[config.mk]
export PLATFORM = sky130hd
export DESIGN_NAME = arp_tx_flat
export DESIGN_NICKNAME = d
export VERILOG_FILES = /design/src/rtl/arp_tx_if.sv /design/src/rtl/arp_tx.sv /design/src/flat_wrapper.sv
export SDC_FILE = /design/constraint.sdc
export NUM_CORES = 1
export LEC_CHECK = 0
export CAP_MARGIN = 15
export CORE_UTILIZATION = 51
export DETAILED_ROUTE_END_ITERATION = 16
export PLACE_DENSITY_LB_ADDON = 0.25
export SKIP_LAST_GASP = 1
export SLEW_MARGIN = 20
export SYNTH_ARGS = -nofsm -noshare
export SYNTH_HDL_FRONTEND = slang
export SYNTH_SLANG_ARGS = --single-unit
[constraint.sdc]
create_clock -name i_sys_clk -period 7.45 [get_ports i_sys_clk]
set_clock_uncertainty 0.05 [all_clocks]
set_input_delay 1.49 -clock i_sys_clk [delete_from_list [all_inputs] [get_ports i_sys_clk]]
set_output_delay 1.49 -clock i_sys_clk [all_outputs]
set_load 0.01 [all_outputs]
[src/rtl/arp_tx_if.sv]
// Byte stream from the ARP generator to the MAC TX path,
// with the frame destination MAC riding alongside.
interface arp_tx_if;
  logic        tx_valid;
  logic        tx_ready;
  logic        tx_last;
  logic [7:0]  tx_data;
  logic [47:0] eth_dest_mac;

  modport master (
    output tx_valid, tx_data, tx_last, eth_dest_mac,
    input  tx_ready
  );

  modport slave (
    input  tx_valid, tx_data, tx_last, eth_dest_mac,
    output tx_ready
  );
endinterface

[src/rtl/arp_tx.sv]
// ARP reply/request generator: streams 28-byte ARP payloads
// byte-serially, with a 1-deep slot for deferred requests.
module arp_tx #(
  parameter logic [47:0] LOCAL_MAC = 48'h00_0A_35_01_02_03,
  parameter logic [31:0] LOCAL_IP  = 32'hC0_A8_01_0A
) (
  input  logic        i_sys_clk,
  input  logic        i_rst,
  input  logic        i_reply_req,
  input  logic [31:0] i_reply_ip,
  input  logic [47:0] i_reply_mac,
  input  logic        i_request_req,
  input  logic [31:0] i_request_ip,
  arp_tx_if.master    tx,
  output logic        o_arp_tx_busy,
  output logic        o_req_dropped
);

  typedef enum logic {IDLE, SEND} state_t;

  state_t      state_q, state_d;
  logic [4:0]  cnt_q, cnt_d;
  logic        rep_q, rep_d;
  logic [31:0] ip_q, ip_d;
  logic [47:0] mac_q, mac_d;
  logic        pend_q, pend_d;
  logic [31:0] pip_q, pip_d;
  logic        valid_q, valid_d;
  logic        last_q, last_d;
  logic        busy_q, busy_d;
  logic        drop_q, drop_d;
  logic [7:0]  data_q, data_d;
  logic [47:0] dest_q, dest_d;

  logic        start;
  logic        s_rep;
  logic [31:0] s_ip;
  logic [47:0] s_mac;
  logic [4:0]  nxt;

  function automatic logic [7:0] arp_byte(
    input logic [4:0]  idx,
    input logic        rep,
    input logic [47:0] tha,
    input logic [31:0] tpa
  );
    logic [7:0] b;
    int k;
    k = int'(idx);
    b = 8'h00;
    unique case (1'b1)
      (k == 1):           b = 8'h01;
      (k == 2):           b = 8'h08;
      (k == 4):           b = 8'h06;
      (k == 5):           b = 8'h04;
      (k == 7):           b = rep ? 8'h02 : 8'h01;
      (k >= 8 && k < 14): b = LOCAL_MAC[8*(13-k) +: 8];
      (k >= 14 && k < 18): b = LOCAL_IP[8*(17-k) +: 8];
      (k >= 18 && k < 24): b = tha[8*(23-k) +: 8];
      (k >= 24 && k < 28): b = tpa[8*(27-k) +: 8];
      default:            b = 8'h00;
    endcase
    return b;
  endfunction

  assign nxt = cnt_q + 5'd1;

  always_comb begin
    state_d = state_q;
    cnt_d   = cnt_q;
    rep_d   = rep_q;
    ip_d    = ip_q;
    mac_d   = mac_q;
    pend_d  = pend_q;
    pip_d   = pip_q;
    valid_d = valid_q;
    last_d  = last_q;
    busy_d  = busy_q;
    data_d  = data_q;
    dest_d  = dest_q;
    drop_d  = 1'b0;
    start   = 1'b0;
    s_rep   = 1'b0;
    s_ip    = '0;
    s_mac   = '0;
    unique case (state_q)
      IDLE: begin
        if (i_reply_req) begin
          start = 1'b1;
          s_rep = 1'b1;
          s_ip  = i_reply_ip;
          s_mac = i_reply_mac;
          if (i_request_req) begin
            if (!pend_q) begin
              pend_d = 1'b1;
              pip_d  = i_request_ip;
            end else begin
              drop_d = 1'b1;
            end
          end
        end else if (pend_q) begin
          // Slot drains now; a fresh request can refill it at once
          start  = 1'b1;
          s_ip   = pip_q;
          pend_d = i_request_req;
          if (i_request_req) pip_d = i_request_ip;
        end else if (i_request_req) begin
          start = 1'b1;
          s_ip  = i_request_ip;
        end
      end
      SEND: begin
        if (i_reply_req) drop_d = 1'b1;
        if (i_request_req) begin
          if (!pend_q) begin
            pend_d = 1'b1;
            pip_d  = i_request_ip;
          end else begin
            drop_d = 1'b1;
          end
        end
        if (valid_q && tx.tx_ready) begin
          if (cnt_q == 5'd27) begin
            state_d = IDLE;
            cnt_d   = '0;
            valid_d = 1'b0;
            last_d  = 1'b0;
            busy_d  = 1'b0;
          end else begin
            cnt_d  = nxt;
            data_d = arp_byte(nxt, rep_q, mac_q, ip_q);
            last_d = (nxt == 5'd27);
          end
        end
      end
      default: state_d = IDLE;
    endcase
    if (start) begin
      state_d = SEND;
      cnt_d   = '0;
      rep_d   = s_rep;
      ip_d    = s_ip;
      mac_d   = s_mac;
      valid_d = 1'b1;
      busy_d  = 1'b1;
      last_d  = 1'b0;
      data_d  = 8'h00;
      dest_d  = s_rep ? s_mac : {48{1'b1}};
    end
  end

  always_ff @(posedge i_sys_clk or posedge i_rst) begin
    if (i_rst) begin
      state_q <= IDLE;
      cnt_q   <= '0;
      rep_q   <= 1'b0;
      ip_q    <= '0;
      mac_q   <= '0;
      pend_q  <= 1'b0;
      pip_q   <= '0;
      valid_q <= 1'b0;
      last_q  <= 1'b0;
      busy_q  <= 1'b0;
      drop_q  <= 1'b0;
      data_q  <= '0;
      dest_q  <= '0;
    end else begin
      state_q <= state_d;
      cnt_q   <= cnt_d;
      rep_q   <= rep_d;
      ip_q    <= ip_d;
      mac_q   <= mac_d;
      pend_q  <= pend_d;
      pip_q   <= pip_d;
      valid_q <= valid_d;
      last_q  <= last_d;
      busy_q  <= busy_d;
      drop_q  <= drop_d;
      data_q  <= data_d;
      dest_q  <= dest_d;
    end
  end

  assign tx.tx_valid     = valid_q;
  assign tx.tx_data      = data_q;
  assign tx.tx_last      = last_q;
  assign tx.eth_dest_mac = dest_q;
  assign o_arp_tx_busy   = busy_q;
  assign o_req_dropped   = drop_q;

endmodule
[src/flat_wrapper.sv]
// flat-port wrapper written by rule: the top's interface ports become plain ports
module arp_tx_flat 
#(
  parameter logic [47:0] LOCAL_MAC = 48'h00_0A_35_01_02_03,
  parameter logic [31:0] LOCAL_IP  = 32'hC0_A8_01_0A
)
  (i_sys_clk, i_rst, i_reply_req, i_reply_ip, i_reply_mac, i_request_req, i_request_ip, o_arp_tx_busy, o_req_dropped, tx_tx_valid, tx_tx_data, tx_tx_last, tx_eth_dest_mac, tx_tx_ready);
  arp_tx_if tx_i ();
  input  logic i_sys_clk;
  input  logic i_rst;
  input  logic i_reply_req;
  input  logic [31:0] i_reply_ip;
  input  logic [47:0] i_reply_mac;
  input  logic i_request_req;
  input  logic [31:0] i_request_ip;
  output logic o_arp_tx_busy;
  output logic o_req_dropped;
  output wire logic [$bits(tx_i.tx_valid)-1:0] tx_tx_valid;
  output wire logic [$bits(tx_i.tx_data)-1:0] tx_tx_data;
  output wire logic [$bits(tx_i.tx_last)-1:0] tx_tx_last;
  output wire logic [$bits(tx_i.eth_dest_mac)-1:0] tx_eth_dest_mac;
  input wire logic [$bits(tx_i.tx_ready)-1:0] tx_tx_ready;
  assign tx_tx_valid = tx_i.tx_valid;
  assign tx_tx_data = tx_i.tx_data;
  assign tx_tx_last = tx_i.tx_last;
  assign tx_eth_dest_mac = tx_i.eth_dest_mac;
  assign tx_i.tx_ready = tx_tx_ready;
  arp_tx #(.LOCAL_MAC(LOCAL_MAC), .LOCAL_IP(LOCAL_IP)) u_core (.i_sys_clk(i_sys_clk), .i_rst(i_rst), .i_reply_req(i_reply_req), .i_reply_ip(i_reply_ip), .i_reply_mac(i_reply_mac), .i_request_req(i_request_req), .i_request_ip(i_request_ip), .tx(tx_i), .o_arp_tx_busy(o_arp_tx_busy), .o_req_dropped(o_req_dropped));
endmodule
---- Word-level counts from Yosys, hierarchy flattened ----
Cells that the tools add are included.
cells by class
  bitwise logic cells ..................... 1
  magnitude comparators ................... 8
  equality and inequality tests ........... 10
  reductions and logical operators ........ 12
  shift-type cells ........................ 4
  $add $sub $neg .......................... 5
  divide/modulo/power cells ............... 0
  multiplexer cells ....................... 51
  $mul .................................... 0
operators with widths
  kind                                                        number
  2-to-1 mux 32 bit                                           9
  2-to-1 mux 48 bit                                           3
  one-hot mux 8 bit (9 select lines)                          1
  one-hot mux 32 bit (2 select lines)                         1
  indexed part select 48 x 32 -> 8 bit                        1
  indexed part select 48 x 32 -> 8 bit, first input constant  1
  2-to-1 mux 8 bit                                            4
  indexed part select 32 x 32 -> 8 bit                        1
  indexed part select 32 x 32 -> 8 bit, first input constant  1
  2-to-1 mux 1 bit                                            26
  2-to-1 mux 5 bit                                            4
  subtractor 5 x 5 -> 6 bit, first input constant             3
  == test 5 x 4 -> 1 bit, second input constant               3
  < comparator 5 bit, second input constant                   3
  == test 5 bit, second input constant                        2
  >= comparator 5 x 4 -> 1 bit, second input constant         2
  >= comparator 5 bit, second input constant                  2
  AND reduction 3 bit                                         2
  nonzero test 2 bit                                          3
  subtractor 4 x 5 -> 6 bit, first input constant             1
  adder 5 x 1 -> 5 bit, second input constant                 1
  == test 5 x 2 -> 1 bit, second input constant               1
  == test 5 x 3 -> 1 bit, second input constant               1
  logical AND 1 bit                                           5
  other kinds (8)                                             10
word-level totals
  input port bits ......................... 117
  logic and storage cells ................. 103
  bits in writable memories ............... 0
  memories ................................ 0
  ROM bits ................................ 0
  latch bits .............................. 0
  bits in registers ....................... 179

---- Longest topological paths before layout ----
Gate-level depths: netlist (run 1).
  depth after elaboration ................. 8
  depth in mapped cells ................... 12
  gate-level depth less buffers ........... 11

---- Least setup slack after synthesis (run 1) ----
Ideal clock, no wire load.
  path type ............................... reg-to-reg
  from .................................... reg u_core.cnt_q[1]
  to ...................................... reg u_core.data_q[2] (netlist: u_core.tx.tx_data[2])
  library setup time ...................... 68 ps
  path buffers ............................ 2
  period minus slack after synthesis ...... 3025 ps
  required time ........................... 7332 ps
  path slack .............................. 4425 ps
  stages on the path, launching flop included .. 12
  data arrival time ....................... 2907 ps
  cell sequence ........................... dfrtp_1 ha_1 buf_6 xnor2_4 inv_1 buf_2 ha_1 xor3_1 nor4b_4 or4b_4 o211ai_1 a22o_1
between the ends
  word-level cells in the longest chain between the ends .. 8
ends and longest elaborated chain
  item                                                          line           source
  start: declaration                                            arp_tx.sv:22   logic [4:0] cnt_q, cnt_d;
  start signal: assignment                                      arp_tx.sv:169  cnt_q <= cnt_d;
  adder 5 x 1 -> 5 bit                                          arp_tx.sv:66   assign nxt = cnt_q + 5'd1;
  subtractor 5 x 5 -> 6 bit (tied with other cells)             arp_tx.sv:59   (k >= 18 && k < 24): b = tha[8*(23-k) +: 8];
  indexed part select 48 x 32 -> 8 bit (tied with other cells)  arp_tx.sv:59
  one-hot mux 8 bit (9 select lines)                            arp_tx.sv:51   unique case (1'b1)
  2-to-1 mux 8 bit                                              arp_tx.sv:123  if (cnt_q == 5'd27) begin
  2-to-1 mux 8 bit                                              arp_tx.sv:122  if (valid_q && tx.tx_ready) begin
  2-to-1 mux 8 bit                                              arp_tx.sv:86   unique case (state_q)
  2-to-1 mux 8 bit                                              arp_tx.sv:138  if (start) begin
  end signal: assignment                                        arp_tx.sv:179  data_q <= data_d;
  end: declaration                                              arp_tx.sv:32   logic [7:0] data_q, data_d;
Parallel ways exist; a longest one is shown, timed or not. The select of a mux whose other input is x is not followed.
A chain may end at the register's enable or synchronous reset.

---- Worst setup path in the final report (run 1) ----
  from .................................... reg u_core.cnt_q[0]
  to ...................................... reg u_core.data_q[1] (netlist: u_core.tx.tx_data[1])
Same word-level chain as after synthesis.

==> summary.md, run 1 <==
| Metric | Value |
|---|---|
| Number of warnings issued by yosys | `0` |
| I/O pins | `approximately 180` |
| Final Non-Filler Cells | `about 1100` |
| Die Area | `16700 sq um` |
| Final instance area | `between 10000 and 15000 sq um` |
| Pre-Repair DR Iteration Count | `5` |
| Multi-input gate area | `~3500 sq um` |
| Status | `complete, no violations` |
| Vias | `between 6000 and 7000` |
| Clk buf depth | `2` |
| Mapped Area | `slightly above 8000 sq um` |
| #FFs+latches synth | `179` |
| Cells after DPL | `between 1000 and 1500` |
| Fin crit period | `4180 ps` |
| Placed instance area | `10100 sq um` |
| Yosys top cell by area | `dfrtp_1` |
| Area grow syn2layout | `29.6%` |
| Post-CTS Setup Bufs | `0` |
| Crit Path Class | `reg2reg` |
| Sequential cell area fraction in the yosys report | `54.3%` |
| FMAX | `~240 MHz` |
| Buffers on Ports | `between 150 and 200` |
| Worst reg2reg path startpoint | `u_core.cnt_q[0]` |
| Sw power | `~1.1 mW` |
| Share of cells above drive strength 1 | `12.0%` |
| Fillers | `around 1200` |
| Switching Share | `32.8%` |
| Min-Delay Startpoint | `u_core.tx.tx_data[3]` |
| Top-area cell type share of the netlist area | `a little over half` |
| Pin count of the biggest net entering global routing | `119` |
| FF/Latch Area | `between 4000 and 5000 sq um` |
| Post-Route WL | `22.0 mm` |
| Clock Tree Root | `clkbuf_16` |
| Leakage | `roughly 4.4 nW` |
| CTS Buf Count | `17` |
| Worst-path fanout max | `28` |
| # clock sinks | `about 180` |
| CP Launch Point | `u_core.cnt_q[0]` |
| Core area | `about 16000 sq um` |
| Mapped Nets | `between 800 and 900` |
| Final Power | `between 3 and 4 mW` |
| Detailed Place HPWL | `~15 mm` |
| CTS Hold Bufs | `0` |
| Clk network pwr share | `about a quarter` |
| Endpoints failing setup | `0` |
| Hold Vio Cnt, Final | `0` |
| GRT met1 Usage | `39.0%` |
| Hold slack | `roughly 430 ps` |
| Row Count | `46` |
| CP Launch Type | `flop` |
| GRT Resource Usage Total | `between 20% and 30%` |
| Top cells by area, synth | `dfrtp_1 54%, a22o_1 5.4%, o22a_1 5.1%, mux2_2 4.5%, o21ai_0 4.4%` |
| Library cells used by synthesis | `between 50 and 60` |
| Post-Synthesis Cells | `slightly below 700` |
| Vias in the first global route | `6411` |
| Sequential Power Share | `approximately 42%` |
| Pwr Density | `321 nW/um^2` |
| Setup TNS | `0 ps` |
| Die Y | `129 um` |
| Critical path capture point type | `flop` |
| M3 GR Usage | `around 6.1%` |
| WP data arrival | `4450 ps` |
| Global-route wire length before repair | `34.6 mm` |
| Grt total ovfl | `0` |
| Critical Path RT | `roughly 7700 ps` |
| Initial core utilization | `52.1%` |
| Gpl congestion | `between 0.8 and 0.9` |
| Top FF cell, synth | `dfrtp_1` |
| Combinational Power Share | `between 30% and 40%` |
| Post-Syn Area per Cell | `12.2 sq um` |
| Final Max Tran Viols | `0` |
| Antenna violations before repair | `0` |
| Fraction of registers with async set/reset | `100%` |
| ANT cells | `0` |
| RSZ-0062 raised after global routing | `no` |
| R2R depth | `11` |
| Fin crit share | `approximately 56%` |
| Chip width | `between 100 and 150 um` |
| EDFF count, synth | `0` |
| Int Power | `about 2.3 mW` |
| Residual DRC | `0` |
| CTS tree | `built` |
| # H-tree levels | `4` |
| Clock slew at reported path FFs | `approximately 70 ps` |
| Peak VDD IR | `between 0.15 and 0.2 mV` |
| Vias per inst | `just over 6` |
| Worst rel slew slack | `approximately 27%` |
| Hold Crit Class | `reg2reg` |
| Remaining antenna violation count | `0` |
| Average wire per standard cell | `around 21 um` |
| Global Route met2 Usage | `about two fifths` |
| Slew @ Worst Pin | `1090 ps` |
| Fin nets | `956` |
| Clk_lat worst skew | `430 ps` |
| # resized after CTS | `0` |
| Hold depth | `2` |
| GRT busiest layer | `met2` |
| Number of max-cap violations | `0` |
| Iter 0 DRT Violations | `approximately 460` |
## cells in the final DEF, fill, tap and decap left out, types with 7 or more instances in the layout
| cell | count |
|---|---|
| a21oi_1 | 9 |
| o21ai_0 | 72 |
| a22o_1 | 51 |
| nand3_1 | 7 |
| buf_4 | 7 |
| mux4_2 | 16 |
| dfrtp_1 | 179 |
| nand2_1 | 58 |
| a221o_1 | 32 |
| o22a_1 | 48 |
| inv_1 | 9 |
| ha_1 | 16 |
| nor2_1 | 12 |
| mux2i_1 | 11 |
| clkdlybuf4s50_1 | 176 |
| clkbuf_16 | 17 |
| mux2_2 | 33 |
## synthesized netlist by cell type, types with 4 or more instances
library cell,count
dfrtp_1,179
o21ai_0,72
nand2_1,58
a22o_1,51
o22a_1,48
clkbuf_1,46
mux2_2,33
a221o_1,32
ha_1,16
mux4_2,16
nor2_1,14
mux2i_1,11
inv_1,10
a21oi_1,9
nand3_1,7
buf_1,5
nor3b_1,4
o211ai_1,4
o31ai_1,4
## path summary, 6_finish.rpt
check                                        to  slack [ps]
setup / recovery           u_core.tx.tx_data[1]        3270
max in group asynchronous       u_core.ip_q[12]        4450
setup reg to reg           u_core.tx.tx_data[1]        3270
hold / removal             u_core.tx.tx_data[3]         430
min in group asynchronous       u_core.pip_q[0]        1560
hold reg to reg            u_core.tx.tx_data[3]         430
## critical path, cell delays in order (launching register included)
cell      delay, ps
dfrtp_1         330
buf_4           390
inv_2           250
ha_1            990
inv_1           270
ha_1            320
a21boi_0        160
nor3b_1         220
a221oi_1         70
a31oi_1         670
a21oi_1         100
a41oi_1         240
## cells by family (layout without fill, tap and decap cells)
group	count (synthesis)	in the layout	synth area share (%)
mux	60	60	10.2
fa+ha+maj	16	16	2.43
flops	179	179	54.3
simple gates	106	106	6.22
buf+inv	70	227	3.55
xor+xnor	4	4	0.925
compound gates	244	244	22.4
## per-layer routing
metal,part of all wire (%),wire length [um]
met1,46,10100
met2,47,10400
met5,0,0
met3,5.8,1270
met4,1.5,336
## flip-flops by register name (all words and copies together), names as in the netlist
| register | cells |
|---|---|
| u_core.mac_q | 48 |
| u_core.tx.tx_data | 8 |
| u_core.cnt_q | 5 |
| u_core.tx.tx_last | 1 |
| u_core.state_q | 1 |
| u_core.tx.tx_valid | 1 |
| u_core.o_req_dropped | 1 |
| u_core.rep_q | 1 |
| u_core.tx.eth_dest_mac | 48 |
| u_core.ip_q | 32 |
| u_core.pend_q | 1 |
| u_core.pip_q | 32 |
## final cells by class
class	instances	share of cell area (%)
multi-input combinational	430	32.8
inverter	11	0.456
sequential	179	41.9
timing repair buffer	184	17.2
clock inverter	13	1.16
tap	216	2.53
clock buffer	19	4.05
## per-stage QoR
step | setup slack [ps] | util, %
floorplan | 1050 | -
global placement | 2970 | 63.9
detailed placement | 2680 | 63.9
CTS | 3140 | 67.4
global route | 2800 | 67.6
finish | 3270 | 67.6
## power groups by stage
| stage | clock (mW) | sequential (mW) | combinational [mW] |
|---|---|---|---|
| detailed placement | 0 | 1.44 | 1.12 |
| CTS | 0.866 | 1.44 | 1.13 |
| global placement | 0 | 1.43 | 1.09 |
| finish | 0.854 | 1.44 | 1.13 |
| global route | 0.910 | 1.47 | 1.23 |
| floorplan | 0 | 1.40 | 0.723 |
Note: power is estimated with default switching activity, not from simulation.
==> inputs of run 2 (changes only) <==
==> constraint.sdc (replaced) <==
create_clock -name i_sys_clk -period 4.1 [get_ports i_sys_clk]
set_clock_uncertainty 0.05 [all_clocks]
set_input_delay 0.82 -clock i_sys_clk [delete_from_list [all_inputs] [get_ports i_sys_clk]]
set_output_delay 0.82 -clock i_sys_clk [all_outputs]
set_load 0.01 [all_outputs]
==> summary.md, run 2 (same netlist as run 1, synthesis figures left out) <==
| Metric | Value |
|---|---|
| Global-route wire length before repair | `around 37 mm` |
| Critical path, cell by cell | `ha_1, nand3_2, xor2_2, ha_1, a21boi_0, o211ai_1, a221oi_1, a31oi_1, a21oi_1, a41oi_1` |
| Slew @ Worst Pin | `around 1100 ps` |
| M3 GR Usage | `between 6 and 7%` |
| Final Max Tran Viols | `0` |
| Row Count | `46` |
| Critical Path RT | `between 4000 and 5000 ps` |
| Post-Route WL | `22.8 mm` |
| Antenna violations before repair | `0` |
| Most frequent cells in the layout | `179 x dfrtp_1, 176 x clkdlybuf4s50_1, 72 x o21ai_0` |
| Pin count of the biggest net entering global routing | `52` |
| Cells after DPL | `1032` |
| Worst-path fanout max | `11` |
| Fin crit share | `a little over four fifths` |
| Hold slack | `between 400 and 500 ps` |
| Die Y | `129 um` |
| Number of max-cap violations | `0` |
| # resized after CTS | `0` |
| Most used cell, CP | `ha_1` |
| Vias in the first global route | `approximately 6500` |
| Crit path buf inv count | `0` |
| Leakage | `4.53 nW` |
| Detailed Place HPWL | `about 16 mm` |
| WP data arrival | `around 3700 ps` |
| Final Non-Filler Cells | `between 1000 and 1500` |
| Area grow syn2layout | `31.9%` |
| Slowest CP cell | `ha_1` |
| CTS tree | `built` |
| CTS Buf Count | `17` |
| Top delay family on crit path | `compound AO/OA/AOI/OAI gates` |
| Hold Vio Cnt, Final | `0` |
| GRT met1 Usage | `approximately 43%` |
| Residual DRC | `0` |
| Remaining antenna violation count | `0` |
| Clk buf depth | `2` |
| Peak VDD IR | `roughly 0.33 mV` |
| Buffers on Ports | `roughly 180` |
| Post-CTS Setup Bufs | `0` |
| Pwr Density | `roughly 600 nW/um^2` |
| Grt total ovfl | `0` |
| Share of cells above drive strength 1 | `approximately 13%` |
| RSZ-0062 raised after global routing | `no` |
| Crit Path Class | `reg2reg` |
| Clock slew at reported path FFs | `70 ps` |
| Worst rel slew slack | `approximately a quarter` |
| Endpoints failing setup | `0` |
| Commonest non-fill, non-tap cell in the layout | `dfrtp_1` |
| Status | `complete, no violations` |
| WP depth | `10` |
| GRT Resource Usage Total | `slightly below 30%` |
| Pre-Repair DR Iteration Count | `5` |
| Hold depth | `2` |
| Clk_lat worst skew | `around 430 ps` |
| # H-tree levels | `4` |
| Initial core utilization | `between 50 and 60%` |
| I/O pins | `177` |
| Global Route met2 Usage | `a little over two fifths` |
| Clock Tree Root | `clkbuf_16` |
| Vias | `approximately 6500` |
| CTS Hold Bufs | `0` |
| FMAX | `288 MHz` |
| Fin nets | `~970` |
| Core area | `~16000 sq um` |
| Iter 0 DRT Violations | `around 460` |
| Die Area | `16700 sq um` |
| Setup TNS | `0 ps` |
| Chip width | `~130 um` |
| ANT cells | `0` |
| Hold Crit Class | `reg2reg` |
| Vias per inst | `about 6` |
| Fin crit period | `roughly 3500 ps` |
| CP Launch Type | `flop` |
| # clock sinks | `between 150 and 200` |
| GRT busiest layer | `met2` |
| Gpl congestion | `about 0.86` |
| Slowest Stage Delay on Critical Path | `500 ps` |
| R2R depth | `10` |
| Average wire per standard cell | `21.4 um` |
| Critical path capture point type | `flop` |
[run 2: worst paths after layout]
kind	from	to	slack [ps]
worst min register to register	u_core.ip_q[18]	u_core.ip_q[18]	440
worst max register to register	u_core.cnt_q[0]	u_core.tx.tx_data[0]	630
min in group asynchronous	i_rst	u_core.pip_q[1]	880
worst max-delay path	u_core.cnt_q[0]	u_core.tx.tx_data[0]	630
max in group asynchronous	i_rst	u_core.tx.eth_dest_mac[27]	2200
worst min-delay path	u_core.ip_q[18]	u_core.ip_q[18]	440
[run 2: metal layers]
metal,vias up,share of wire (%)
li1,2905,-
met1,3316,46
met2,221,47
met3,23,5.5
met4,0,1.3
met5,-,0
[run 2: power by group]
part           switching (mW)  internal [mW]
registers               0.378           2.26
clock network           0.785           1.00
logic                   0.996           1.11
[run 2: layout make-up]
type                    count  area, sq um
clock buffers              17          425
clock inverters            15          240
fillers                  1161         4940
inverters                  11         45.0
multi-input cells         430         3500
flip-flops and latches    179         4480
well taps                 216          270
repair buffers            196         1920
[run 2: worst min-delay path, cell delays in order (launching register included)]
cell,delay [ps]
dfrtp_1,350
nand2_1,50
o21ai_0,60
[run 2: per-stage QoR]
step / worst slack [ps] / util (%) / power (mW) / cell area, sq um
floorplan: 935 / - / 3.86 / 8260
global placement: 756 / 64.6 / 4.70 / 10200
detailed placement: 664 / 64.6 / 4.75 / 10200
CTS: 646 / 68.8 / 6.55 / 10900
global route: 301 / 68.8 / 6.89 / 10900
finish: 631 / 68.8 / 6.53 / 10900
==> inputs of run 3 (changes only) <==
==> constraint.sdc (replaced) <==
create_clock -name i_sys_clk -period 3.55 [get_ports i_sys_clk]
set_clock_uncertainty 0.05 [all_clocks]
set_input_delay 0.71 -clock i_sys_clk [delete_from_list [all_inputs] [get_ports i_sys_clk]]
set_output_delay 0.71 -clock i_sys_clk [all_outputs]
set_load 0.01 [all_outputs]
==> summary.md, run 3 (same netlist as run 1, synthesis figures left out) <==
| Metric | Value |
|---|---|
| Min-Delay Startpoint | `u_core.tx.tx_data[3]` |
| Endpoints failing setup | `0` |
| Pre-Repair DR Iteration Count | `4` |
| RSZ-0062 raised after global routing | `no` |
| Pin count of the biggest net entering global routing | `89` |
| Initial core utilization | `52.1%` |
| Grt total ovfl | `0` |
| Hold depth | `2` |
| Crit Path Class | `reg2reg` |
| Critical Path RT | `3780 ps` |
| Iter 0 DRT Violations | `between 400 and 500` |
| Fin crit period | `~3300 ps` |
| Final core area utilization | `around 69%` |
| CTS Hold Bufs | `0` |
| Die Area | `16700 sq um` |
| Chip width | `129 um` |
| Gpl congestion | `between 0.8 and 0.9` |
| Vias in the first global route | `between 6000 and 7000` |
| I/O pins | `around 180` |
| Status | `complete, no violations` |
| Slew @ Worst Pin | `approximately 1100 ps` |
| Peak VDD IR | `0.434 mV` |
| Fin crit share | `between 90% and 100%` |
| CTS tree | `built` |
| Vias | `6462` |
| Vias per inst | `slightly above 6` |
| Setup TNS | `0 ps` |
| Fin nets | `968` |
| Remaining antenna violation count | `0` |
| ANT cells | `0` |
| Fillers | `between 1000 and 1500` |
| Core area | `~16000 sq um` |
| Antenna violations before repair | `0` |
| WP data arrival | `~3600 ps` |
| Buffers on Ports | `176` |
| Final Non-Filler Cells | `roughly 1100` |
| Area grow syn2layout | `31.4%` |
| RR Endpoint | `u_core.tx.tx_data[0]` |
| Hold Vio Cnt, Final | `0` |
| R2R depth | `11` |
| CTS Buf Count | `17` |
| Row Count | `46` |
| Detailed Place HPWL | `about 16 mm` |
| Average wire per standard cell | `21.3 um` |
| Clock slew at reported path FFs | `70 ps` |
| Hold Crit Class | `reg2reg` |
| GRT Resource Usage Total | `between 20% and 30%` |
| Commonest non-fill, non-tap cell in the layout | `dfrtp_1` |
| Die Y | `roughly 130 um` |
| Number of max-cap violations | `0` |
| Share of cells above drive strength 1 | `13.4%` |
| Clk buf depth | `2` |
| Pwr Density | `a little under 700 nW/um^2` |
| Hold Crit Endpoint | `u_core.tx.tx_data[3]` |
| # resized after CTS | `0` |
| Leakage | `approximately 4.5 nW` |
| # H-tree levels | `4` |
| Hold slack | `~430 ps` |
| Post-Route WL | `22.6 mm` |
| Clk_lat worst skew | `about 430 ps` |
| Most frequent cells in the layout | `179 x dfrtp_1, 176 x clkdlybuf4s50_1, 72 x o21ai_0` |
| FMAX | `300 MHz` |
| Critical path capture point type | `flop` |
| Residual DRC | `0` |
| Worst reg2reg path startpoint | `u_core.cnt_q[0]` |
| Post-CTS Setup Bufs | `0` |
| Final Power | `between 7 and 8 mW` |
| Global-route wire length before repair | `between 30 and 40 mm` |
| Clock Tree Root | `clkbuf_16` |
| Final Max Tran Viols | `0` |
| Reg2reg setup slack | `about 220 ps` |
| Cells after DPL | `1032` |
| Worst rel slew slack | `just under 30%` |
| CP Launch Type | `flop` |
| # clock sinks | `between 150 and 200` |
| Worst-path fanout max | `10` |
run 3: cell types whose count changed in the layout (fill, tap and decap cells not counted), sizes merged:
cell / previous run / this run
clkinvlp: 1 / 6
clkbuf: 17 / 18
clkinv: 7 / 2
bufinv: 3 / 2
run 3: layout make-up:
type / count / area [sq um] / share of cell area (%)
Clock buffer: 18 / 439 / 4.05
Clock inverter: 14 / 170 / 1.57
Inverter: 11 / 45.0 / 0.415
Multi-Input combinational cell: 430 / 3500 / 32.3
Sequential cell: 179 / 4480 / 41.3
Tap cell: 216 / 270 / 2.49
Timing Repair Buffer: 196 / 1940 / 17.9
run 3: worst max-delay path by stage:
| stage | slack (ps) | startpoint | end | depth (start not counted) |
|---|---|---|---|---|
| 6_report | 220 | u_core.cnt_q[0] | u_core.tx.tx_data[0] | 11 |
| 2_1_floorplan | 500 | i_rst | u_core.cnt_q[0] | 1 |
| 3_3_place_gp | 400 | u_core.cnt_q[1] | u_core.tx.tx_data[0] | 11 |
| 5_1_grt | 40 | u_core.cnt_q[0] | u_core.tx.tx_data[0] | 11 |
| 4_1_cts | 270 | u_core.cnt_q[0] | u_core.tx.tx_data[0] | 11 |
| 3_5_place_dp | 320 | u_core.cnt_q[0] | u_core.tx.tx_data[0] | 11 |
run 3: power by group:
part           leakage (nW)  switching (mW)  internal, mW
Sequential             2.13           0.427          2.61
Combinational          2.09            1.15          1.28
Clock                 0.284           0.861          1.08
run 3: worst max-delay path, stage by stage, from the launching register on:
cell      delay (ps)
dfrtp_1          420
ha_1             300
buf_4            210
nand3_2          100
xor2_2           380
ha_1             220
a21boi_0         410
o211ai_1         160
a221oi_1         290
a31oi_1          340
a21oi_1          250
a41oi_1           60
run 3: metal layers:
metal / global-route usage (%) / part of all wire [%] / wire length (um) / vias to the layer above
met5: 0 / 0 / 0 / -
met4: 7.40 / 1.1 / 254 / 0
met3: 6.90 / 6.3 / 1440 / 16
met2: 44.2 / 48 / 10800 / 201
met1: 41.5 / 45 / 10100 / 3343
li1: - / - / - / 2902
run 3: metrics by stage:
step           setup slack, ps  area (sq um)
2_1_floorplan              495          8260
3_3_place_gp               400         10200
3_5_place_dp               317         10200
4_1_cts                    268         10800
5_1_grt                   36.2         10800
6_report                   221         10800
